<file path="config.mk">
export PLATFORM = sky130hd
export DESIGN_NAME = convolution
export DESIGN_NICKNAME = d
export VERILOG_FILES = /design/src/rtl/convolution.sv
export SDC_FILE = /design/constraint.sdc
export NUM_CORES = 2
export LEC_CHECK = 0
export BUFFER_PORTS_ARGS = -buffer_cell sky130_fd_sc_hd__buf_2
export CAP_MARGIN = 0
export CORE_AREA = 5 5 418 420
export CTS_CLUSTER_DIAMETER = 40
export DETAILED_ROUTE_END_ITERATION = 12
export DIE_AREA = 0 0 423 425
export PLACE_DENSITY = 0.72
export REMOVE_ABC_BUFFERS = 1
export SYNTH_ARGS = -nofsm -noshare
export SYNTH_HDL_FRONTEND = slang
export SYNTH_SLANG_ARGS = --single-unit
</file>
<file path="constraint.sdc">
create_clock -name clk_in -period 16.8 [get_ports clk_in]
set_input_delay 3.36 -clock clk_in [delete_from_list [all_inputs] [get_ports clk_in]]
set_output_delay 3.36 -clock clk_in [all_outputs]
set_load 0.03 [all_outputs]
</file>
<file path="src/rtl/convolution.sv">
// Streaming 3x3 RGB565 convolution: column window, registered products, then sum/shift/clamp.
// Define CONV_FRAME_LATCH_EN to load coefficients only at frame start (hcount 0, vcount 0).
module convolution #(
    parameter int HRES = 1280,
    parameter int VRES = 720,
    localparam int HW = $clog2(HRES),
    localparam int VW = $clog2(VRES)
) (
    input  logic                         clk_in,
    input  logic                         rst_n,
    input  logic [2:0][15:0]             data_in,
    input  logic                         data_valid_in,
    input  logic [HW-1:0]                hcount_in,
    input  logic [VW-1:0]                vcount_in,
    input  logic signed [2:0][2:0][7:0]  coeffs_in,
    input  logic signed [7:0]            shift_in,
    output logic [15:0]                  line_out,
    output logic [HW-1:0]                hcount_out,
    output logic [VW-1:0]                vcount_out,
    output logic                         data_valid_out
);

    logic [2:0][2:0][15:0]       win;      // [col][row], col 0 oldest
    logic signed [2:0][2:0][7:0] k_reg;
    logic signed [7:0]           s_reg;
    logic                        primed;
    logic                        v0, v1;
    logic [HW-1:0]               h0, h1;
    logic [VW-1:0]               vc0, vc1;
    logic [2:0][2:0][2:0][14:0]  prod, prod_nx;  // [channel][row][col]
    logic [4:0]                  sh1;
    logic signed [19:0]          acc, shr;
    logic [5:0]                  cl;
    logic [15:0]                 pix_nx;
    logic                        unused_shift;

    assign unused_shift = ^s_reg[6:5];

    function automatic logic signed [14:0] chan(input logic [15:0] p, input int ch);
        case (ch)
            0:       return 15'(p[15:11]);
            1:       return 15'(p[10:5]);
            default: return 15'(p[4:0]);
        endcase
    endfunction

    function automatic logic [5:0] clamp(input logic signed [19:0] x, input logic [5:0] mx);
        if (x < 20'sd0) return '0;
        if (x > $signed({14'b0, mx})) return mx;
        return x[5:0];
    endfunction

    // Window and input-side bookkeeping; nothing produces output until a line start is seen.
    always_ff @(posedge clk_in or negedge rst_n) begin
        if (!rst_n) begin
            win    <= '0;
            primed <= 1'b0;
            v0     <= 1'b0;
            h0     <= '0;
            vc0    <= '0;
        end else begin
            if (data_valid_in) begin
                if (hcount_in == '0) begin
                    win <= {data_in, data_in, data_in};
                end else begin
                    win[0] <= win[1];
                    win[1] <= win[2];
                    win[2] <= data_in;
                end
            end
            primed <= primed | (data_valid_in && hcount_in == '0);
            v0     <= data_valid_in && hcount_in != '0 && primed;
            h0     <= hcount_in - HW'(1);
            vc0    <= vcount_in;
        end
    end

    always_ff @(posedge clk_in or negedge rst_n) begin
        if (!rst_n) begin
            k_reg <= '0;
            s_reg <= '0;
        end else begin
`ifdef CONV_FRAME_LATCH_EN
            if (data_valid_in && hcount_in == '0 && vcount_in == '0) begin
                k_reg <= coeffs_in;
                s_reg <= shift_in;
            end
`else
            k_reg <= coeffs_in;
            s_reg <= shift_in;
`endif
        end
    end

    always_comb begin
        prod_nx = '0;
        for (int ch = 0; ch < 3; ch++)
            for (int r = 0; r < 3; r++)
                for (int c = 0; c < 3; c++)
                    prod_nx[ch][r][c] = chan(win[c][r], ch) * 15'($signed(k_reg[r][c]));
    end

    always_ff @(posedge clk_in or negedge rst_n) begin
        if (!rst_n) begin
            prod <= '0;
            sh1  <= '0;
            v1   <= 1'b0;
            h1   <= '0;
            vc1  <= '0;
        end else begin
            prod <= prod_nx;
            sh1  <= s_reg[7] ? 5'd0 : s_reg[4:0];
            v1   <= v0;
            h1   <= h0;
            vc1  <= vc0;
        end
    end

    always_comb begin
        acc    = '0;
        shr    = '0;
        cl     = '0;
        pix_nx = '0;
        for (int ch = 0; ch < 3; ch++) begin
            acc = '0;
            for (int r = 0; r < 3; r++)
                for (int c = 0; c < 3; c++)
                    acc = acc + 20'($signed(prod[ch][r][c]));
            shr = acc >>> sh1;
            cl  = clamp(shr, (ch == 1) ? 6'd63 : 6'd31);
            case (ch)
                0:       pix_nx[15:11] = cl[4:0];
                1:       pix_nx[10:5]  = cl;
                default: pix_nx[4:0]   = cl[4:0];
            endcase
        end
    end

    always_ff @(posedge clk_in or negedge rst_n) begin
        if (!rst_n) begin
            line_out       <= '0;
            hcount_out     <= '0;
            vcount_out     <= '0;
            data_valid_out <= 1'b0;
        end else begin
            line_out       <= pix_nx;
            hcount_out     <= h1;
            vcount_out     <= vc1;
            data_valid_out <= v1;
        end
    end

endmodule

</file>
==> metrics.yaml <==
run_status: "finished clean"
slew_headroom: 0.166
drive_above_1_share: 0.0710
unrepaired_setup_endpoints_after_global_routing: "false"
via_count_of_the_first_global_routing_pass: 56800
utilization: 0.492
synth_top_cell_by_area: "fa_1"
hold_path_depth: 0
synth.most_common_cell: "inv_1"
cts-hold-fix-buffers: 0
post_cts_resize_count: 0
layout_min_cycle_time_ps: 6480
synth-async-reset-ratio: 1.00
fin_skew_ps: 29.7
grt_antenna_before_repair: 18
overflow: 0
grt_first_pass_wirelength_mm: 310
design.core.area_um2: 171000
post_drt_via_cell_ratio: 5.18
ys_top_cells_by_area: "fa_1, dfrtp_1, ha_1"
initial_core_utilization: 0.446
worst-setup-path-type: "flip-flop to flip-flop"
synthDistinctLibCells: 90
detail_route.iter0.violations: 3218
clkTransAtPathRegs_ps: 60
max-clock-path-buffers: 3
chipWidth_um: 423
synth.avg_cell_area_um2: 9.86
worstSkewPairLatency_ps: 790
worst_margin_pin_slew_ps: 1250
worstPathMaxFanout: 4
vias: 52500
netlist.area_leader.share: 0.283
place.detailed.hpwl_mm: 154
worstPathRequired_ps: 17440
period_share: 0.386
finalSetupViolCount: 0
timing.critical_path.to_type: "flip-flop"
synth_commonest_cells: "inv_1, fa_1, and2_1"
globalRouteTotalUtil: 0.221
ys.flop_type: "dfrtp_1"
synth_edf_count: 0
avgRoutedWirePerCell_um: 19.1
yosysWarningCount: 0
io_pins: 190
ys_ff_latch: 697
dieArea_um2: 180000
setup.worst_path.start_class: "flip-flop"
cp.arrival_ps: 7120
fp.dieH_um: 425
register_area_share_after_synthesis: 0.229
synthCells: 7710
max_transition_viols_final: 0
largest_register_ff_count: 387
ctsHtreeMaxLevel: 4
cts_tree: "done"
routed_wirelength_mm: 193
mappedNetlistArea_um2: 76100
cts_made_buffers: 133
post_route_setup_tns_ps: 0
timing_hold_violations_final: 0
antenna_left: 0
max_clock_freq_mhz: 154
gpl.final_weighted_congestion: 0.901
grt_start_max_net_pins: 150
max-cap-violations: 0
detailedRoute.firstPassIterationCount: 6
drc_errors: 0
syn2layout_area_growth_pct: 10.3
io_buffers: 187
clock_sink_count: 697
placementRows: 152
worst_r2r_path_depth: 16
filler_cell_count: 15400
clock-root-buffer: "clkbuf_16"
cts_setup_buffers: 0
nNetsFinal: 9802
holdCritPathClass: "flip-flop to flip-flop"
-- final cells by class --
| class | instances | area [um^2] | share of cell area |
|---|---|---|---|
| Clock inverter | 85 | 1140 | 0.0136 |
| Clock buffer | 160 | 3680 | 0.0438 |
| Inverter | 1593 | 5980 | 0.0713 |
| Antenna cell | 9 | 22.5 | 0.000268 |
| Multi-Input combinational cell | 5150 | 51600 | 0.615 |
| Tap cell | 2233 | 2790 | 0.0333 |
| Timing Repair Buffer | 221 | 1240 | 0.0147 |
| Sequential cell | 697 | 17400 | 0.208 |
-- cell families after synthesis --
| kind of cell | after synthesis | synth area share |
|---|---|---|
| AOI/OAI and AO/OA | 994 | 0.0830 |
| xor gates and xnor gates | 403 | 0.0464 |
| adders and majority gates | 1854 | 0.411 |
| buffers and inverters | 1863 | 0.0923 |
| DFF | 697 | 0.229 |
| muxes | 86 | 0.0138 |
| and+or+nand+nor | 1813 | 0.124 |
-- metal layers --
layer	routed length, um	GRT usage
met2	92100	0.366
met1	78400	0.277
met5	34	0
met4	10900	0.113
met3	11900	0.0406
-- cells in the final DEF (no fill, tap or decap), types with 14 or more instances in the layout --
cell type,instances
o21a_1,48
o211ai_1,33
nor3_1,33
nor2b_1,49
a211oi_1,33
mux2_2,59
buf_2,185
xor2_1,46
nand2_1,495
nand4_1,16
ha_1,779
xnor2_1,357
clkbuf_16,140
inv_8,15
dfrtp_1,694
buf_4,32
inv_1,1591
a31oi_1,14
nor2_1,251
mux2i_1,18
nand3_1,35
o21ai_0,104
o21bai_1,78
fa_1,1075
inv_6,24
and2_1,846
a21o_1,71
bufinv_16,16
a221oi_1,14
a21oi_1,467
nand2b_1,41
-- worst paths after layout --
kind | startpoint | endpoint | slack [ps]
max | prod[227]$_DFF_PN0_ | line_out[5]$_DFF_PN0_ | 10320
min | h1[8]$_DFF_PN0_ | hcount_out[8]$_DFF_PN0_ | 330
max reg2reg | prod[227]$_DFF_PN0_ | line_out[5]$_DFF_PN0_ | 10320
min reg2reg | h1[8]$_DFF_PN0_ | hcount_out[8]$_DFF_PN0_ | 330
max in group asynchronous | rst_n | vc0[3]$_DFF_PN0_ | 11400
min in group asynchronous | rst_n | k_reg[39]$_DFF_PN0_ | 2570
-- stage by stage --
| stage | instances | setup WS, ps | area, um^2 | hold WS, ps |
|---|---|---|---|---|
| floorplan | 7440 | 9550 | 75000 | 331 |
| global placement | 9894 | 10310 | 79100 | 331 |
| detailed placement | 9894 | 10260 | 79100 | 335 |
| CTS | 10100 | 10440 | 83900 | 343 |
| global route | 10100 | 10050 | 83900 | 343 |
| finish | 10100 | 10320 | 83900 | 333 |
-- worst max-delay path, stage by stage, from the launching register on --
cell	delay, ps
dfrtp_1	380
fa_1	680
fa_1	500
fa_1	570
fa_1	410
ha_1	240
fa_1	510
a21o_1	250
a311oi_2	420
nor3_1	160
o21ai_1	330
nand2_1	130
a221oi_1	610
a21oi_1	150
a2111oi_0	640
o21bai_1	180
o211ai_1	190
Power is not shown: default switching activity piles up to over one toggle a cycle in this logic, so the estimate is an artifact.
